## src/rtl/disp_writer.sv

```systemverilog
// Binary-to-BCD display writer: iterative double-dabble, then one digit write per cycle.
// Optional WRITE_CACHE_EN macro enables a per-position shadow that suppresses redundant writes.
module disp_writer #(
  parameter int NDIG = 8,
  parameter int VW   = 27
) (
  input  logic          clock,
  input  logic          reset,
  input  logic          start,
  input  logic [VW-1:0] value,
  output logic [3:0]    dig,
  output logic [3:0]    pos,
  output logic          busy,
  output logic          done,
  output logic          ovf
);

  localparam int BW = 4 * NDIG;
  localparam int IW = $clog2(VW);
  localparam int SW = $clog2(NDIG);
  localparam logic [VW-1:0] MAXV = VW'(99_999_999);
  localparam logic [3:0]    NOWR = 4'hF;

  typedef enum logic [1:0] {
    S_IDLE,
    S_CONV,
    S_WRITE,
    S_DONE
  } state_t;

  state_t        r_state;
  state_t        w_state_nxt;
  logic [VW-1:0] r_bin;
  logic [BW-1:0] r_bcd;
  logic [BW-1:0] w_bcd_adj;
  logic [IW-1:0] r_iter;
  logic [SW-1:0] r_slot;
  logic [3:0]    w_slot_dig;
  logic          w_skip;
  logic          w_ovf;
  logic [3:0]    r_dig;
  logic [3:0]    r_pos;
  logic          r_busy;
  logic          r_done;
  logic          r_ovf;

  assign dig  = r_dig;
  assign pos  = r_pos;
  assign busy = r_busy;
  assign done = r_done;
  assign ovf  = r_ovf;

  assign w_ovf      = (value > MAXV);
  assign w_slot_dig = r_bcd[{r_slot, 2'b00} +: 4];

  // Double-dabble correction: any nibble >= 5 gets +3 before the shift.
  always_comb begin
    w_bcd_adj = r_bcd;
    for (int unsigned i = 0; i < NDIG; i++) begin
      if (r_bcd[4*i +: 4] >= 4'd5) begin
        w_bcd_adj[4*i +: 4] = r_bcd[4*i +: 4] + 4'd3;
      end
    end
  end

`ifdef WRITE_CACHE_EN
  logic [3:0] r_shadow [NDIG];

  assign w_skip = (r_shadow[r_slot] == w_slot_dig);

  always_ff @(posedge clock or posedge reset) begin
    if (reset) begin
      for (int unsigned i = 0; i < NDIG; i++) begin
        r_shadow[i] <= '0;
      end
    end else if (r_state == S_WRITE && !w_skip) begin
      r_shadow[r_slot] <= w_slot_dig;
    end
  end
`else
  assign w_skip = 1'b0;
`endif

  always_comb begin
    w_state_nxt = r_state;
    case (r_state)
      S_IDLE:  if (start) w_state_nxt = S_CONV;
      S_CONV:  if (r_iter == IW'(VW - 1)) w_state_nxt = S_WRITE;
      S_WRITE: if (r_slot == SW'(NDIG - 1)) w_state_nxt = S_DONE;
      S_DONE:  w_state_nxt = S_IDLE;
      default: w_state_nxt = S_IDLE;
    endcase
  end

  always_ff @(posedge clock or posedge reset) begin
    if (reset) begin
      r_state <= S_IDLE;
    end else begin
      r_state <= w_state_nxt;
    end
  end

  // DONE is the cycle the last write is on the bus; the done pulse is
  // registered out of it, so IDLE coincides with the visible done cycle.
  always_ff @(posedge clock or posedge reset) begin
    if (reset) begin
      r_bin  <= '0;
      r_bcd  <= '0;
      r_iter <= '0;
      r_slot <= '0;
      r_dig  <= NOWR;
      r_pos  <= NOWR;
      r_busy <= 1'b0;
      r_done <= 1'b0;
      r_ovf  <= 1'b0;
    end else begin
      case (r_state)
        S_IDLE: begin
          r_dig  <= NOWR;
          r_pos  <= NOWR;
          r_done <= 1'b0;
          if (start) begin
            r_bin  <= w_ovf ? MAXV : value;
            r_ovf  <= w_ovf;
            r_bcd  <= '0;
            r_iter <= '0;
            r_busy <= 1'b1;
          end
        end
        S_CONV: begin
          r_bcd  <= {w_bcd_adj[BW-2:0], r_bin[VW-1]};
          r_bin  <= {r_bin[VW-2:0], 1'b0};
          r_iter <= r_iter + IW'(1);
          r_slot <= '0;
        end
        S_WRITE: begin
          if (w_skip) begin
            r_dig <= NOWR;
            r_pos <= NOWR;
          end else begin
            r_dig <= w_slot_dig;
            r_pos <= 4'(r_slot);
          end
          r_slot <= r_slot + SW'(1);
        end
        S_DONE: begin
          r_dig  <= NOWR;
          r_pos  <= NOWR;
          r_busy <= 1'b0;
          r_done <= 1'b1;
        end
        default: begin
          r_dig <= NOWR;
          r_pos <= NOWR;
        end
      endcase
    end
  end

endmodule

```

## config.mk

```make
export PLATFORM = sky130hd
export DESIGN_NAME = disp_writer
export DESIGN_NICKNAME = d
export VERILOG_FILES = /design/src/rtl/disp_writer.sv
export SDC_FILE = /design/constraint.sdc
export NUM_CORES = 1
export LEC_CHECK = 0
export CELL_PAD_IN_SITES_DETAIL_PLACEMENT = 2
export CELL_PAD_IN_SITES_GLOBAL_PLACEMENT = 2
export CORE_MARGIN = 5
export CORE_UTILIZATION = 43
export CTS_CLUSTER_DIAMETER = 50
export DETAILED_ROUTE_END_ITERATION = 10
export DONT_BUFFER_PORTS = 1
export PLACE_DENSITY = 0.87
export SYNTH_ARGS = -nofsm -noshare
export SYNTH_HDL_FRONTEND = slang
export SYNTH_SLANG_ARGS = --single-unit
export TNS_END_PERCENT = 10
```

## constraint.sdc

```tcl
create_clock -name clock -period 4.2 [get_ports clock]
set_input_delay 0.84 -clock clock [delete_from_list [all_inputs] [get_ports clock]]
set_output_delay 0.84 -clock clock [all_outputs]
set_load 0.05 [all_outputs]
```

# Word level (Yosys, flattened, before mapping)
# Index checks and enable logic that the tools add are counted.
dict set report word_totals {
  ff_bits 80
  inputBits 30
  output_inout_bits 11
  wordCells 73
}
dict set report op_classes {
  addsub 10
  order_cmp 9
  eq_ne 8
  shifts 1
  n_mux 25
  n_reduce_logical 10
}
# cell n
set op_table {}
lappend op_table {{$pmux 32 s2} 1}
lappend op_table {{$mux 27} 2}
lappend op_table {{$pmux 27 s2} 1}
lappend op_table {{$ge 4x3->1 const B} 8}
lappend op_table {{$mux 32} 1}
lappend op_table {{$shiftx 32x6->4} 1}
lappend op_table {{$add 4x2->4 const B} 7}
lappend op_table {{$mux 4} 7}
lappend op_table {{$gt 27x27->1 const B} 1}
lappend op_table {{$pmux 4 s2} 2}
lappend op_table {{$pmux 5 s2} 1}
lappend op_table {{$pmux 2 s4} 1}
lappend op_table {{$reduce_bool 2->1} 4}
lappend op_table {{$mux 2} 3}
lappend op_table {{$ne 2x2->1 const B} 3}
lappend op_table {{$pmux 3 s2} 1}
lappend op_table {{$reduce_and 2->1} 3}
lappend op_table {{$add 5x1->5 const B} 1}
lappend op_table {{$eq 5x5->1 const B} 1}
lappend op_table {{$mux 5} 1}
lappend op_table {{$eq 2x2->1 const B} 2}
lappend op_table {{$pmux 1 s2} 2}
lappend op_table {{$add 3x1->3 const B} 1}
lappend op_table {{$add 3x2->3 const B} 1}
lappend op_table {{7 further kinds} 7}

# Longest topological paths before layout
dict set report depth {
  ltp_word 4
  ltp_mapped 9
  mapped_depth_nobuf 7
}

# Least setup slack after synthesis
# Ideal clock, no wire load.
dict set report synth_path {
  path_kind {input to register}
  from {in value[25]}
  to {reg r_bin[0]}
  setup_ns 0.092
  t_arrival_ns 1.970
  t_required_ns 4.108
  setup_slack_ns 2.138
  cell_stages 5
  n_path_buf 0
  cell_sequence {or4_4 > nor4_2 > o311ai_1 > and2_4 > o31ai_2}
}
dict set report synth_between {
  elab_chain_len 4
}
# element line_no
set synth_lines {}
lappend synth_lines {{start, declared} 10} ;# input logic [VW-1:0] value,
lappend synth_lines {{$gt 27x27->1} 53} ;# assign w_ovf = (value > MAXV);
lappend synth_lines {{$mux 27} 123} ;# r_bin <= w_ovf ? MAXV : value;
lappend synth_lines {{$mux 27} 122} ;# if (start) begin
lappend synth_lines {{$pmux 27 s2} 117} ;# case (r_state)
lappend synth_lines {{end signal, assigned} 123}
lappend synth_lines {{end signal, assigned} 132} ;# r_bin <= {r_bin[VW-2:0], 1'b0};
lappend synth_lines {{end, declared} 33} ;# logic [VW-1:0] r_bin;
# Every way passes these cells. The select of a mux whose other input is x is not followed.
# A chain may end at the register's enable or synchronous reset.

# Worst setup path in the final report
dict set report layout_path {
  from {reg r_state[1]}
  to {reg r_iter[4]}
}
dict set report layout_between {
  elab_chain_len 3
  elab_cells_between_ends 6
  classes_between {2 x eq/ne; 1 x mux; 3 x reduce/logical}
}
# element line_no
set layout_lines {}
lappend layout_lines {{start, declared} 31} ;# state_t r_state;
lappend layout_lines {{start signal, assigned} 99} ;# r_state <= w_state_nxt;
lappend layout_lines {{$eq 2x1->1 or $logic_not 2->1 (tied branches)} 117}
lappend layout_lines {{$reduce_bool 2->1 (no line) or $ne 2x2->1 (tied branches)} n/a}
lappend layout_lines {{$reduce_and 2->1 (no line)} n/a}
lappend layout_lines {{end signal, assigned} 133} ;# r_iter <= r_iter + IW'(1);
lappend layout_lines {{end, declared} 36} ;# logic [IW-1:0] r_iter;
# Parallel ways exist; a longest one is shown, timed or not.

==> impl_metrics.json <==
{
  "wire_per_inst_um": 21.6,
  "crit_type": "reg -> reg",
  "slew_headroom_pct": 25.8,
  "rsz0062_at_grt": "false",
  "hold-path-cell-count": 2,
  "antenna_left": 0,
  "reg2reg_slack_ns": 1.44,
  "whs_ns": 0.486,
  "yosysSeqAreaShare_pct": 46.5,
  "stdcell_area_sq_mm": 0.00461,
  "dp.cells": 563,
  "hp-class": "reg -> reg",
  "cp_max_fo": 39,
  "via_count": 3458,
  "antenna_found_initial": 0,
  "grt_pass1_wl_um": 20700,
  "yosysWarnings": 0,
  "hp-start": "r_bin[26]$_DFFE_PP0P_",
  "avgSynthCellArea_sq_um": 9.63,
  "grt_usage_pct": 22.4,
  "drtIter0Drc": 83,
  "drc_errors": 0,
  "fillers": 1075,
  "crit_start": "r_state[1]$_DFFE_PP0P_",
  "boundaryPins": 41,
  "firstDrtPassIters": 6,
  "htreeDepth": 3,
  "p_leak_nw": 1.94,
  "r2r-start": "r_state[1]$_DFFE_PP0P_",
  "start_util_pct": 44.3,
  "die_area_sq_mm": 0.0122,
  "die_h_um": 110,
  "cts_setup_buffers": 0,
  "synthCells": 449,
  "core_area_sq_mm": 0.00977,
  "cts_made_buffers": 9,
  "postCtsResizedCells": 0,
  "synth_area_sq_mm": 0.00433,
  "worst_clock_skew_ns": 0.0174,
  "maxCapViolCount": 0,
  "synth_fp_nets": 504,
  "hpwl_um": 8760,
  "grt_max_degree": 49,
  "irDropWorstVdd_uv": 326,
  "end_kind": "register",
  "status": "complete, no violations",
  "post-route-period-util_pct": 65.7,
  "layout-drive-gt1-share_pct": 9.42,
  "nets": 496,
  "grt_pass1_vias": 4029,
  "worst_pin_slew_ns": 1.11,
  "r2r_cells": 9,
  "fin_crit_ns": 2.76,
  "hold_viol": 0,
  "routed_wl_um": 12500,
  "cp-start-kind": "register",
  "synthToLayoutAreaGrowth_pct": 6.62,
  "insertion_delay_ns": 0.37,
  "drv_slew": 0,
  "io_buffers": 0,
  "max_freq_mhz": 362,
  "hold_buffers": 0,
  "overflow": 0,
  "clock-sinks": 80,
  "clkTransAtPathRegs_ns": 0.09,
  "crit_arrival_ns": 3.00,
  "powerDensity_mw_per_mm2": 706,
  "via_per_inst": 5.97,
  "crit_required_ns": 4.44,
  "place.gp.congestion": 0.770,
  "num_antenna_cells": 0,
  "finalNonFillerCells": 579,
  "ys_seq_elements": 80,
  "setup_viol": 0,
  "yosysUniqueCellTypes": 43,
  "num_rows": 36,
  "cts_buffer_depth": 2,
  "placed_area_sq_mm": 0.00443,
  "die_w_um": 110,
  "finalSetupTns_ns": 0,
  "cts_tree": "yes",
  "clock-root-buffer": "clkbuf_8"
}
[registers in the layout, indices dropped and copies added, names as in the netlist]
register and count:
r_bcd 32, r_bin 27, r_iter 5, dig 4, pos 4, r_slot 3, r_state 2, busy 1
done 1, ovf 1
[synth_stat cells, drive strengths merged]
cell type  count  area share (%)
xor2           7             1.4
o311ai         1            0.20
o21ai         56             6.5
or4            1            0.26
nor3          10             1.2
mux2           1            0.26
o32ai          4            0.81
o31ai         10             1.9
dfrtp         72              42
clkbuf        14             1.2
nand2b        10             1.4
nor2b          4            0.58
and3           1            0.14
a22oi          2            0.35
nand4b         1            0.20
a32o           8             1.9
nand2         50             4.3
a32oi          4            0.81
mux2i          1            0.23
a211oi         1            0.17
nand3         11             1.4
dfstp          8             4.9
nor3b          4            0.69
nor2          22             1.9
o22ai         12             1.7
nor4           1            0.29
buf           10             1.2
ha            25             7.2
mux4           8             4.2
a2bb2oi        7             1.4
inv           30             2.6
nand4          3            0.43
and2           3            0.49
o21a           1            0.17
a21oi         38             4.4
xnor2          8             1.6
[final cells by class]
class | count | area (sq um) | share of cell area [%]
inverters | 30 | 114 | 2.47
flip-flops and latches | 80 | 2010 | 43.6
repair buffers | 5 | 37.5 | 0.814
clock buffers | 16 | 180 | 3.91
multi-input cells | 315 | 2100 | 45.6
well taps | 133 | 166 | 3.61
[kinds of logic after synthesis]
| logic type | share of synthesized area, % |
|---|---|
| buf+inv | 4.98 |
| mux | 4.66 |
| compound gates | 20.2 |
| fa+ha+maj | 7.23 |
| simple gates | 13.3 |
| flops | 46.5 |
| xor+xnor | 3.04 |
[per-layer routing]
metal | up-vias | global-route usage (%) | routed length, um
li1 | 1572 | - | -
met1 | 1791 | 26.3 | 5270
met2 | 67 | 40.2 | 6510
met3 | 28 | 3.61 | 396
met4 | 0 | 9.59 | 347
met5 | - | 0 | 0
[cell usage in the layout (no fill, tap or decap), types with 12 or more instances in the layout]
master    Yosys  final
ha_1         25     25
a21oi_1      38     38
o22ai_1      12     12
clkbuf_8      0     12
inv_1        29     28
nand2_1      50     50
o21ai_0      55     54
nor2_1       22     22
dfrtp_1      72     72
[critical path, cell delays in order, from the launching register on]
cell and delay [ns]:
dfrtp_1 0.42, inv_1 0.13, ha_1 0.17, buf_4 0.28, inv_2 0.23, o21ai_2 0.45, buf_4 0.47, nand4_1 0.20
xor2_1 0.19, nor2_1 0.07
[where the power goes]
group / internal (W) / switching, W
clock network: 0.000266 / 0.000290
logic: 0.000437 / 0.000832
registers: 0.00106 / 0.000375
[through the flow]
stage / util [%] / worst slack [ns] / power (W)
6_report: 47.2 / 1.44 / 0.00326
5_1_grt: 47.2 / 1.20 / 0.00349
4_1_cts: 47.2 / 1.37 / 0.00329
3_5_place_dp: 45.3 / 1.40 / 0.00272
3_3_place_gp: 45.3 / 1.67 / 0.00260
2_1_floorplan: - / 1.32 / 0.00234
[final timing paths]
| path | end |
|---|---|
| setup / recovery | r_iter[4]$_DFFE_PP0P_ |
| hold / removal | r_bcd[0]$_DFFE_PP0P_ |
| setup reg to reg | r_iter[4]$_DFFE_PP0P_ |
| hold reg to reg | r_bcd[0]$_DFFE_PP0P_ |
| max in group asynchronous | pos[0]$_DFFE_PP1P_ |
| min in group asynchronous | r_bcd[0]$_DFFE_PP0P_ |
(Power assumes the default switching activity.)
